`src/rtl/delay_line.sv`:
```
// delay_line: tapped delay line of DEPTH {data,valid} stages with selectable output delay.
//   CLK    in  clock, rising edge
//   n_res  in  asynchronous active-low reset
//   EN     in  shift enable (0 holds all stages)
//   CLR    in  synchronous clear, priority over EN
//   D      in  data word
//   VIN    in  valid qualifier for D
//   TAP    in  output select, TAP=t gives delay t+1 (clamped to DEPTH)
//   Q      out data from selected stage
//   VOUT   out valid bit from selected stage
//   PRIMED out high once DEPTH enabled shifts since last reset/clear
module delay_line #(
  parameter int WIDTH = 8,
  parameter int DEPTH = 4,
  localparam int TW = $clog2(DEPTH),
  localparam int CW = $clog2(DEPTH + 1)
) (
  input  logic             CLK,
  input  logic             n_res,
  input  logic             EN,
  input  logic             CLR,
  input  logic [WIDTH-1:0] D,
  input  logic             VIN,
  input  logic [TW-1:0]    TAP,
  output logic [WIDTH-1:0] Q,
  output logic             VOUT,
  output logic             PRIMED
);
  logic [WIDTH:0] r_stage [DEPTH];
  logic [CW-1:0]  r_fill;
  logic [TW-1:0]  w_sel;
  logic [WIDTH:0] w_word;
  always_ff @(posedge CLK or negedge n_res)
    if (!n_res) begin
      for (int k = 0; k < DEPTH; k++) r_stage[k] <= '0;
      r_fill <= '0;
    end else if (CLR) begin
      for (int k = 0; k < DEPTH; k++) r_stage[k] <= '0;
      r_fill <= '0;
    end else if (EN) begin
      r_stage[0] <= {D, VIN};
      for (int k = 1; k < DEPTH; k++) r_stage[k] <= r_stage[k-1];
      r_fill <= (r_fill == CW'(DEPTH)) ? r_fill : r_fill + CW'(1);
    end
  // taps past the last stage clamp to it; only reachable when DEPTH is not a power of two
  assign w_sel  = (TAP >= TW'(DEPTH - 1)) ? TW'(DEPTH - 1) : TAP;
  assign w_word = r_stage[w_sel];
  assign Q      = w_word[WIDTH:1];
  assign VOUT   = w_word[0];
  // decoded from the registered counter only, so TAP cannot disturb it
  assign PRIMED = (r_fill == CW'(DEPTH));
endmodule
```
`config.mk`:
```
export PLATFORM = sky130hd
export DESIGN_NAME = delay_line
export DESIGN_NICKNAME = d
export VERILOG_FILES = /design/src/rtl/delay_line.sv
export SDC_FILE = /design/constraint.sdc
export NUM_CORES = 1
export LEC_CHECK = 0
export BUFFER_PORTS_ARGS = -buffer_cell sky130_fd_sc_hd__buf_2
export CORE_MARGIN = 8
export CORE_UTILIZATION = 50
export CTS_BUF_LIST = sky130_fd_sc_hd__clkbuf_8 sky130_fd_sc_hd__clkbuf_16
export CTS_CLUSTER_SIZE = 40
export DETAILED_ROUTE_END_ITERATION = 7
export GPL_ROUTABILITY_DRIVEN = 0
export PLACE_DENSITY = 0.81
export SYNTH_ARGS = -nofsm -noshare
export SYNTH_HDL_FRONTEND = slang
export SYNTH_SLANG_ARGS = --single-unit
```
`constraint.sdc`:
```
create_clock -name CLK -period 2.3 [get_ports CLK]
set_input_delay 0.115 -clock CLK [delete_from_list [all_inputs] [get_ports CLK]]
set_output_delay 0.115 -clock CLK [all_outputs]
set_load 0.03 [all_outputs]
```
# Word-level counts from Yosys, hierarchy flattened
# Cells that the tools add are included.
# classes
add_sub_neg	1
magnitude_cmp	2
n_eq_ne	2
n_mux	9
n_bitwise	1
reduce_logical	2
# op_table
cell	count
2-to-1 mux 36 bit	2
binary-select mux 9 bit (select 2 bit)	1
2-to-1 mux 9 bit	2
2-to-1 mux 3 bit	3
adder 3 x 1 -> 3 bit (second input constant)	1
equality test 3 bit (second input constant)	1
greater-or-equal comparator 3 bit (second input constant)	1
NOT 2 -> 3 bit	1
greater-or-equal comparator 2 bit (second input constant)	1
2-to-1 mux 2 bit	1
!= test 2 bit (second input constant)	1
AND reduction 2 bit	1
nonzero test 2 bit	1
# word_totals
ff_bits	39
word_cells	22

# Depth between registers and ports, before layout
# Gate-level depths: netlist (run 1).
# logic_depth
ltp_word	6
ltp_mapped	4
depth_no_buf	4

# Least setup slack after synthesis (run 1)
# Ideal clock, no wire load.
# synth_path
kind	register to register
start	register r_fill[0]
end	register r_fill[0]
setup_time_ns	0.128
arrival_ns	1.101
required_ns	2.172
slack_ns	1.072
path_stages_with_launch	5
path_buffers	0
synth_period_minus_slack_ns	1.228
cell_sequence	dfrtp_1 -> inv_1 -> ha_1 -> a21boi_2 -> mux2_1
# synth_via
elab_chain_len	4
# synth_rtl
item	line_no	text
from (decl)	30	logic [CW-1:0] r_fill;
from (signal assigned)	43	r_fill <= (r_fill == CW'(DEPTH)) ? r_fill : r_fill + CW'(1);
adder 3 x 1 -> 3 bit	43	
2-to-1 mux 3 bit	43	
2-to-1 mux 3 bit	40	end else if (EN) begin
2-to-1 mux 3 bit	37	end else if (CLR) begin
# Several ways; a longest one is shown, not always the timed one. The select of a mux whose other input is x is not followed.
# A chain may end at the register's enable or synchronous reset.

# Worst setup path in the final report (run 1)
# layout_path
start	register r_stage[17] in the netlist's numbering
end	output Q[7]
# layout_via
elab_chain_len	3
# layout_rtl
item	line_no	text
from (decl)	29	logic [WIDTH:0] r_stage [DEPTH];
binary-select mux 9 bit (select 2 bit)	47	assign w_word = r_stage[w_sel];
2-to-1 mux 9 bit (not written as such) (2 in series)	47	
to (decl)	25	output logic [WIDTH-1:0] Q,
# No other way between the ends. The select of a mux whose other input is x is not followed.

==> results_tabular.tex, run 1 <==
\begin{tabular}{lr}
\hline
Metric & Value \\
\hline
\multicolumn{2}{l}{\textbf{Place}} \\
\quad Count of buffers inserted at the top-level ports & 24 \\
\quad Placement-stage worst setup slack & 0.990 ns \\
\quad Detailed Place HPWL & around 2.2 mm \\
\multicolumn{2}{l}{\textbf{Yosys}} \\
\quad Sequential share of the synthesized area & 0.521 \\
\quad Total nets after synthesis & roughly 160 \\
\quad Number of distinct library cell variants in the gate-level netlist after synthesis & 19 \\
\quad Post-synthesis register bit count & 39 \\
\quad Top cell type's share of synthesized area & 0.521 \\
\quad Leading area contributor after synthesis & sky130\_fd\_sc\_hd\_\_dfrtp\_1 \\
\quad Synthesized netlist cell count & approximately 150 \\
\quad Post-synth EDFFs & 0 \\
\quad YS warnings & 0 \\
\quad Top area cells in the synthesized netlist & sky130\_fd\_sc\_hd\_\_dfrtp\_1 (52\%), sky130\_fd\_sc\_hd\_\_mux2i\_1 (20\%), sky130\_fd\_sc\_hd\_\_mux4\_2 (11\%), sky130\_fd\_sc\_hd\_\_nor2\_1 (7.4\%), sky130\_fd\_sc\_hd\_\_buf\_8 (1.6\%) \\
\quad Most numerous cell in the Yosys netlist & sky130\_fd\_sc\_hd\_\_dfrtp\_1 \\
\quad Post-synth top flop & sky130\_fd\_sc\_hd\_\_dfrtp\_1 \\
\quad Async set-reset flop share out of synthesis & 1.00 \\
\quad Commonest cells post-synth & sky130\_fd\_sc\_hd\_\_dfrtp\_1 (39), sky130\_fd\_sc\_hd\_\_mux2i\_1 (37), sky130\_fd\_sc\_hd\_\_nor2\_1 (37) \\
\quad Mean post-synth cell area & 12.9 sq um \\
\quad Netlist area before placement & about 1900 sq um \\
\multicolumn{2}{l}{\textbf{Power}} \\
\quad Power density of the placed cells & 719 nW/um\^{}2 \\
\quad Pleak & about 0.0011 uW \\
\quad Maximum vdd ir drop & between 0.3 and 0.4 mV \\
\multicolumn{2}{l}{\textbf{STA}} \\
\quad Pins over their slew limit & 0 \\
\quad Fmax & about 680 MHz \\
\quad Final setup vio count & 0 \\
\quad Worst slew margin relative to its limit & 0.442 \\
\quad Setup slack of the critical path after layout & 0.823 ns \\
\quad Slew at the pin closest to its max-slew limit & 0.838 ns \\
\quad Total negative slack for setup checks & 0 ns \\
\quad Tmin final & $\sim$1.5 ns \\
\quad Setup repair after global routing missed its margin & false \\
\quad Final Skew & $\sim$0.008 ns \\
\quad Tcrit/Tclk final & 0.642 \\
\quad Final hold vios & 0 \\
\multicolumn{2}{l}{\textbf{Detailed routing}} \\
\quad Vias per inst & approximately 5.3 \\
\quad First drt pass iteration count & 4 \\
\quad Sum of routed wire length over all layers & roughly 3.3 mm \\
\quad Routed length per instance & between 15 and 20 um \\
\quad Drt initial violations & 82 \\
\quad Via count of the routed design & $\sim$1,100 \\
\quad DRC violation count after routing & 0 \\
\quad DRT antenna net count & 0 \\
\multicolumn{2}{l}{\textbf{Min path}} \\
\quad Hold/Removal Path Class & in -> reg \\
\quad Launch point of the worst hold path & D[5] \\
\quad Worst Hold Endpoint & r\_stage[33] \\
\quad Hold Crit Depth & 3 \\
\multicolumn{2}{l}{\textbf{Setup path}} \\
\quad Origin of the critical flop-to-flop path & r\_fill[0] \\
\quad Crit path DAT & approximately 1.4 ns \\
\quad Critical path fanouts, max & 3 \\
\quad Required arrival time at the worst endpoint & 2.18 ns \\
\quad R2R Setup Slk & 1.00 ns \\
\quad Crit path capture type & output port \\
\quad FF-to-FF path depth & 4 \\
\quad Worst flop-to-flop path endpoint & r\_fill[0] \\
\quad Crit Path Category & reg -> out \\
\quad Startpoint kind of the worst setup timing path & flop \\
\multicolumn{2}{l}{\textbf{CTS}} \\
\quad Deepest clock path buffer count & 2 \\
\quad Root buffer cell & sky130\_fd\_sc\_hd\_\_clkbuf\_8 \\
\quad Number of clock sinks & 39 \\
\quad Clock latency on the worst-skew pair & 0.28 ns \\
\quad Clock-pin slew reported for the worst setup and hold paths after clock tree synthesis & around 0.080 ns \\
\quad \# resized after CTS & 0 \\
\quad Count of H-tree levels built during CTS & 2 \\
\quad Number of buffers added by the clock tree synthesis step & 5 \\
\quad CTS tree & built \\
\multicolumn{2}{l}{\textbf{Global routing}} \\
\quad Initial antenna violation count & 0 \\
\quad Global-route wire length before repair & $\sim$5.5 mm \\
\quad Maximum number of pins on one net before global-route repair & 42 \\
\quad GR Overflow Total & 0 \\
\quad Via count of the first global-routing pass & 1,161 \\
\quad Total GRT Usage & 0.113 \\
\multicolumn{2}{l}{\textbf{Die}} \\
\quad Starting density of the core & 0.515 \\
\quad Height of the die & between 70 and 80 um \\
\quad Ports & 25 \\
\quad Std-Cell Rows & 22 \\
\quad Die area & $\sim$6000 sq um \\
\quad Chip Width & 77.2 um \\
\quad Core Footprint & about 3600 sq um \\
\multicolumn{2}{l}{\textbf{Outcome}} \\
\quad Result of the run & finished, final reports clean \\
\multicolumn{2}{l}{\textbf{Final layout}} \\
\quad Share of post-route cells with drive strength above 1 & 0.249 \\
\quad Synth-to-Final Area Change & 13.1\% \\
\quad Count of antenna diodes in the layout & 0 \\
\quad Final-stage net count & approximately 190 \\
\multicolumn{2}{l}{\textbf{Job}} \\
\quad Max\_cap viols & 0 \\
\hline
\end{tabular}
-- metrics by stage --
step                      hold WS [ns]  utilization  power [uW]  std cells  cell area [sq um]
after floorplan                 -0.181            -         847        145               1870
after global placement           0.247        0.544         880        208               1980
after detailed placement         0.257        0.544         887        208               1980
after CTS                       0.0749        0.583        1540        217               2120
after global routing            0.0710        0.583        1580        217               2120
final                           0.0795        0.583        1520        217               2120
-- cells by family (layout without fill, tap and decap cells) --
logic type	count (synthesis)	in the layout	share of synthesized area
mux	47	47	0.312
simple gates	43	43	0.0955
flops	39	39	0.521
buf+inv	12	36	0.0494
fa+ha+maj	2	2	0.0134
compound gates	2	2	0.00868
-- state kept, by name, indices dropped and copies added, names as in the netlist --
name,count
r_fill,3
r_stage,36
-- placed cells by master (no fill, tap or decap) --
cell type,Yosys,routed
sky130_fd_sc_hd__dfrtp_1,39,39
sky130_fd_sc_hd__and4b_1,1,1
sky130_fd_sc_hd__a21oi_1,1,1
sky130_fd_sc_hd__mux4_2,9,9
sky130_fd_sc_hd__buf_2,4,24
sky130_fd_sc_hd__nor3_1,1,1
sky130_fd_sc_hd__mux2_1,1,1
sky130_fd_sc_hd__clkbuf_8,0,5
sky130_fd_sc_hd__nor2_1,37,37
sky130_fd_sc_hd__and2_1,1,1
sky130_fd_sc_hd__mux2i_1,37,37
sky130_fd_sc_hd__nand2b_1,2,2
sky130_fd_sc_hd__bufinv_16,0,2
sky130_fd_sc_hd__inv_1,2,3
sky130_fd_sc_hd__dlygate4sd3_1,0,1
sky130_fd_sc_hd__a21boi_2,1,1
sky130_fd_sc_hd__nor2b_1,1,1
sky130_fd_sc_hd__buf_4,1,1
sky130_fd_sc_hd__ha_1,2,2
-- routing by layer --
layer / global-route usage / wire length, um / part of all wire
met5: 0 / 0 / 0
met4: 0.0623 / 69 / 0.021
met3: 0.0303 / 162 / 0.049
met2: 0.179 / 1570 / 0.48
met1: 0.136 / 1500 / 0.45
-- worst max-delay path, stage by stage, from the launching register on --
cell	delay [ns]
sky130_fd_sc_hd__dfrtp_1	0.41
sky130_fd_sc_hd__mux4_2	0.48
sky130_fd_sc_hd__buf_2	0.20
-- final cells by class --
class | count | area, sq um
inverter | 2 | 7.51
clock buffer | 5 | 68.8
fill | 325 | 1520
sequential | 39 | 976
multi-input combinational | 94 | 805
tap | 48 | 60.1
timing repair buffer | 26 | 138
clock inverter | 3 | 63.8
-- repair_timing --
action / 4_1_cts / 5_1_grt
hold buffers: 1 / 0
hold endpoints to repair: 39 / 0
buffers inserted: 0 / 0
-- worst max path at each step --
stage	startpoint	end	slack, ns	cells after the start
3_5_place_dp	r_fill[0]	r_fill[0]	0.99	4
6_report	r_stage[17]	Q[7]	0.82	2
3_3_place_gp	TAP[0]	Q[7]	1.01	3
5_1_grt	r_stage[17]	Q[7]	0.79	2
4_1_cts	r_stage[17]	Q[7]	0.82	2
2_1_floorplan	r_fill[0]	r_fill[0]	1.07	4
-- where the power goes --
group	internal (uW)	leakage [uW]	switching, uW
Sequential	707	0.000534	17.2
Combinational	63.3	0.000497	86.5
Clock	429	0.0000695	221
Total	1200	0.00110	324
Power figures use the tool's default switching activity.
==> run 2: changes to the inputs <==
--- a/config.mk
+++ b/config.mk
@@ -5,6 +5,7 @@
 export SDC_FILE = /design/constraint.sdc
 export NUM_CORES = 1
 export LEC_CHECK = 0
+export ABC_AREA = 1
 export BUFFER_PORTS_ARGS = -buffer_cell sky130_fd_sc_hd__buf_2
 export CORE_MARGIN = 8
 export CORE_UTILIZATION = 50
@@ -12,7 +13,7 @@
 export CTS_CLUSTER_SIZE = 40
 export DETAILED_ROUTE_END_ITERATION = 7
 export GPL_ROUTABILITY_DRIVEN = 0
-export PLACE_DENSITY = 0.81
+export PLACE_DENSITY = 0.8
 export SYNTH_ARGS = -nofsm -noshare
 export SYNTH_HDL_FRONTEND = slang
 export SYNTH_SLANG_ARGS = --single-unit
==> constraint.sdc (replaced) <==
create_clock -name CLK -period 1.5 [get_ports CLK]
set_input_delay 0.075 -clock CLK [delete_from_list [all_inputs] [get_ports CLK]]
set_output_delay 0.075 -clock CLK [all_outputs]
set_load 0.03 [all_outputs]
==> results_tabular.tex, run 2 <==
\begin{tabular}{lr}
\hline
Metric & Value \\
\hline
\multicolumn{2}{l}{\textbf{Yosys}} \\
\quad Sequential share of the synthesized area & 0.496 (was 0.521) \\
\quad Top cell type's share of synthesized area & 0.496 (was 0.521) \\
\quad Commonest cells post-synth & sky130\_fd\_sc\_hd\_\_nand2\_1 (56), sky130\_fd\_sc\_hd\_\_nand3\_1 (44), sky130\_fd\_sc\_hd\_\_inv\_1 (40) (was sky130\_fd\_sc\_hd\_\_dfrtp\_1 (39), sky130\_fd\_sc\_hd\_\_mux2i\_1 (37), sky130\_fd\_sc\_hd\_\_nor2\_1 (37)) \\
\quad Post-synthesis register bit count & 39 (unchanged) \\
\quad YS warnings & 0 (unchanged) \\
\quad Netlist area before placement & 1970 sq um (was 1870 sq um) \\
\quad Async set-reset flop share out of synthesis & 1.00 (unchanged) \\
\quad Most numerous cell in the Yosys netlist & sky130\_fd\_sc\_hd\_\_nand2\_1 (was sky130\_fd\_sc\_hd\_\_dfrtp\_1) \\
\quad Total nets after synthesis & 261 (was 162) \\
\quad Post-synth EDFFs & 0 (unchanged) \\
\quad Number of distinct library cell variants in the gate-level netlist after synthesis & 20 (was 19) \\
\quad Top area cells in the synthesized netlist & sky130\_fd\_sc\_hd\_\_dfrtp\_1 (50\%), sky130\_fd\_sc\_hd\_\_nand3\_1 (11\%), sky130\_fd\_sc\_hd\_\_nand2\_1 (11\%), sky130\_fd\_sc\_hd\_\_inv\_1 (7.6\%), sky130\_fd\_sc\_hd\_\_o21ai\_1 (6.4\%) (was sky130\_fd\_sc\_hd\_\_dfrtp\_1 (52\%), sky130\_fd\_sc\_hd\_\_mux2i\_1 (20\%), sky130\_fd\_sc\_hd\_\_mux4\_2 (11\%), sky130\_fd\_sc\_hd\_\_nor2\_1 (7.4\%), sky130\_fd\_sc\_hd\_\_buf\_8 (1.6\%)) \\
\quad Synthesized netlist cell count & 244 (was 145) \\
\quad Post-synth top flop & sky130\_fd\_sc\_hd\_\_dfrtp\_1 (unchanged) \\
\quad Mean post-synth cell area & 8.06 sq um (was 12.9 sq um) \\
\quad Leading area contributor after synthesis & sky130\_fd\_sc\_hd\_\_dfrtp\_1 (unchanged) \\
\multicolumn{2}{l}{\textbf{Setup path}} \\
\quad Origin of the critical flop-to-flop path & r\_fill[0] (unchanged) \\
\quad Worst-path cell chain & inv\_1 -> ha\_1 -> nand2\_1 -> inv\_1 -> buf\_2 (was mux4\_2 -> buf\_2) \\
\quad Worst flop-to-flop path endpoint & r\_fill[0] (unchanged) \\
\quad Critical path's most frequent cell & sky130\_fd\_sc\_hd\_\_inv\_1 \\
\quad Required arrival time at the worst endpoint & 1.42 ns (was 2.18 ns) \\
\quad Startpoint kind of the worst setup timing path & flop (unchanged) \\
\quad R2R Setup Slk & 0.46 ns (was 1.00 ns) \\
\quad Cell with the largest stage delay on the worst path & sky130\_fd\_sc\_hd\_\_dfrtp\_1 (was sky130\_fd\_sc\_hd\_\_mux4\_2) \\
\quad Crit path DAT & 1.29 ns (was 1.36 ns) \\
\quad Source of the critical timing path & r\_fill[0] (was r\_stage[17]) \\
\quad FF-to-FF path depth & 6 (was 4) \\
\quad Critical path fanouts, max & 3 (unchanged) \\
\quad Setup crit end & PRIMED (was Q[7]) \\
\quad Max stage delay on crit path & 0.40 ns (was 0.48 ns) \\
\quad Crit Path Category & reg -> out (unchanged) \\
\quad Crit path capture type & output port (unchanged) \\
\multicolumn{2}{l}{\textbf{Global routing}} \\
\quad GR Overflow Total & 0 (unchanged) \\
\quad Global-route wire length before repair & 7.40 mm (was 5.54 mm) \\
\quad Maximum number of pins on one net before global-route repair & 32 (was 42) \\
\quad Initial antenna violation count & 0 (unchanged) \\
\quad Via count of the first global-routing pass & 1,677 (was 1,161) \\
\quad Total GRT Usage & 0.146 (was 0.113) \\
\multicolumn{2}{l}{\textbf{Final layout}} \\
\quad Most common library cell in the layout ignoring fill and taps & sky130\_fd\_sc\_hd\_\_nand2\_1 (was sky130\_fd\_sc\_hd\_\_dfrtp\_1) \\
\quad FF+latch area & 976 sq um (unchanged) \\
\quad Count of antenna diodes in the layout & 0 (unchanged) \\
\quad Fill cell instance count of the final layout & 373 (was 325) \\
\quad Max reg flops & 36 (unchanged) \\
\quad Area taken by multi-input logic gates & 753 sq um (was 805 sq um) \\
\quad Most frequent cells in the layout & sky130\_fd\_sc\_hd\_\_nand2\_1 (56), sky130\_fd\_sc\_hd\_\_nand3\_1 (44), sky130\_fd\_sc\_hd\_\_inv\_1 (41) (was sky130\_fd\_sc\_hd\_\_dfrtp\_1 (39), sky130\_fd\_sc\_hd\_\_mux2i\_1 (37), sky130\_fd\_sc\_hd\_\_nor2\_1 (37)) \\
\quad Share of post-route cells with drive strength above 1 & 0.193 (was 0.249) \\
\quad Register with the most flip-flops & r\_stage (unchanged) \\
\quad Cell area after layout & 2240 sq um (was 2120 sq um) \\
\quad Synth-to-Final Area Change & 14.1\% (was 13.1\%) \\
\quad Largest registers & r\_stage (36), r\_fill (3) (unchanged) \\
\quad Final-stage net count & 286 (was 185) \\
\quad Final core area utilization & 0.578 (was 0.583) \\
\multicolumn{2}{l}{\textbf{Die}} \\
\quad Chip Width & 78.7 um (was 77.2 um) \\
\quad Ports & 25 (unchanged) \\
\quad Die area & 6200 sq um (was 5960 sq um) \\
\quad Std-Cell Rows & 23 (was 22) \\
\quad Starting density of the core & 0.506 (was 0.515) \\
\quad Height of the die & 78.7 um (was 77.2 um) \\
\quad Core Footprint & 3880 sq um (was 3630 sq um) \\
\multicolumn{2}{l}{\textbf{CTS}} \\
\quad \# resized after CTS & 0 (unchanged) \\
\quad Clock-pin slew reported for the worst setup and hold paths after clock tree synthesis & 0.07 ns (was 0.08 ns) \\
\quad Hold buffer count at CTS & 1 (unchanged) \\
\quad Number of clock sinks & 39 (unchanged) \\
\quad Count of buffers added by post-CTS timing repair for setup & 0 (unchanged) \\
\quad Deepest clock path buffer count & 2 (unchanged) \\
\quad Count of H-tree levels built during CTS & 2 (unchanged) \\
\quad Clock latency on the worst-skew pair & 0.28 ns (about the same) \\
\quad Number of buffers added by the clock tree synthesis step & 5 (unchanged) \\
\quad CTS tree & built (unchanged) \\
\quad Root buffer cell & sky130\_fd\_sc\_hd\_\_clkbuf\_8 (unchanged) \\
\multicolumn{2}{l}{\textbf{STA}} \\
\quad Final setup vio count & 0 (unchanged) \\
\quad Setup repair after global routing missed its margin & false (unchanged) \\
\quad Total negative slack for setup checks & 0 ns (unchanged) \\
\quad Fmax & roughly 730 MHz \\
\quad Worst slew margin relative to its limit & 0.664 (was 0.442) \\
\quad Pins over their slew limit & 0 (unchanged) \\
\quad Slew at the pin closest to its max-slew limit & 0.503 ns (was 0.838 ns) \\
\quad Tcrit/Tclk final & 0.910 \\
\quad Final hold vios & 0 (unchanged) \\
\quad Fin Hold WS & 0.0261 ns (was 0.0795 ns) \\
\quad Tmin final & 1.36 ns \\
\quad Final Skew & 0.00265 ns (was 0.00805 ns) \\
\multicolumn{2}{l}{\textbf{Power}} \\
\quad Pleak & 0.00114 uW (was 0.00110 uW) \\
\quad Power density of the placed cells & 966 nW/um\^{}2 (was 719 nW/um\^{}2) \\
\quad Maximum vdd ir drop & 0.627 mV (was 0.345 mV) \\
\multicolumn{2}{l}{\textbf{Job}} \\
\quad Max\_cap viols & 0 (unchanged) \\
\multicolumn{2}{l}{\textbf{Detailed routing}} \\
\quad Routed length per instance & 13.2 um (was 15.2 um) \\
\quad Sum of routed wire length over all layers & 4.23 mm (was 3.30 mm) \\
\quad Drt initial violations & 138 (was 82) \\
\quad First drt pass iteration count & 4 (unchanged) \\
\quad DRC violation count after routing & 0 (unchanged) \\
\quad DRT antenna net count & 0 (unchanged) \\
\quad Vias per inst & 5.17 (was 5.29) \\
\quad Via count of the routed design & 1,655 (was 1,149) \\
\multicolumn{2}{l}{\textbf{Place}} \\
\quad Count of buffers inserted at the top-level ports & 24 (unchanged) \\
\quad Detailed Place HPWL & 2.98 mm (was 2.21 mm) \\
\quad Post-placement cell area & 2130 sq um (was 1980 sq um) \\
\multicolumn{2}{l}{\textbf{Outcome}} \\
\quad Result of the run & finished, final reports clean (unchanged) \\
\multicolumn{2}{l}{\textbf{Min path}} \\
\quad Hold/Removal Path Class & in -> reg (unchanged) \\
\hline
\end{tabular}
[run 2: changes by cell type in the layout (fill, tap and decap cells not counted), moves of 3 or more]
| cell | previous run | this run |
|---|---|---|
| sky130_fd_sc_hd__inv_1 | 3 | 41 |
| sky130_fd_sc_hd__inv_2 | 0 | 3 |
| sky130_fd_sc_hd__o21ai_1 | 0 | 25 |
| sky130_fd_sc_hd__nor2_1 | 37 | 4 |
| sky130_fd_sc_hd__o22ai_2 | 0 | 8 |
| sky130_fd_sc_hd__nand2_1 | 0 | 56 |
| sky130_fd_sc_hd__mux4_2 | 9 | 0 |
| sky130_fd_sc_hd__buf_4 | 1 | 5 |
| sky130_fd_sc_hd__nand3_1 | 0 | 44 |
| sky130_fd_sc_hd__mux2i_1 | 37 | 0 |
[run 2: worst min-delay path by stage]
| stage | endpoint | startpoint | slack, ns | cells past startpoint |
|---|---|---|---|---|
| final | r_stage[29] | D[1] | 0.03 | 3 |
| after global routing | r_stage[28] | D[0] | 0.04 | 3 |
| after CTS | r_stage[29] | D[1] | 0.03 | 3 |
| after detailed placement | r_stage[15] | n_res | 0.07 | 1 |
| after global placement | r_stage[14] | n_res | 0.07 | 1 |
| after floorplan | r_fill[0] | n_res | -0.22 | 0 |
[run 2: final cells by class]
class,count,share of cell area
inverter,44,0.0736
multi-input combinational,148,0.336
clock buffer,7,0.0429
clock inverter,1,0.00167
timing repair buffer,31,0.0836
sequential,39,0.435
tap,50,0.0279
[run 2: stage by stage]
stage          total power, uW  setup WS (ns)  std cells
4_1_cts                   2180          0.122        320
2_1_floorplan             1330          0.527        244
5_1_grt                   2260         0.0500        320
3_3_place_gp              1430          0.439        311
3_5_place_dp              1440          0.434        311
6_report                  2170          0.135        320
[run 2: power breakdown]
| group | internal, uW | switching (uW) | leakage, uW |
|---|---|---|---|
| combinational | 98.6 | 218 | 0.000552 |
| clock | 413 | 338 | 0.0000557 |
| sequential | 1080 | 17.4 | 0.000534 |
| total | 1600 | 573 | 0.00114 |
[run 2: kinds of logic after synthesis]
kind of cell	share of synthesized area
adder cells (fa/ha/maj)	0.0127
AND/OR/NAND/NOR	0.248
AO/OA/AOI/OAI	0.122
flip-flops	0.496
buffers and inverters	0.121
[run 2: routing by layer]
| metal | vias to the layer above | global-route usage | share of wire |
|---|---|---|---|
| met5 | - | 0 | 0 |
| met4 | 0 | 0.0556 | 0.015 |
| met3 | 5 | 0.0271 | 0.051 |
| met2 | 45 | 0.261 | 0.50 |
| met1 | 785 | 0.169 | 0.43 |
| li1 | 820 | - | - |
[run 2: critical path: cells and delay by family (launching register included)]
family        cells  cell delay (ns)
fa+ha+maj         1             0.19
simple gates      1             0.09
buf+inv           3             0.33
flops             1             0.40
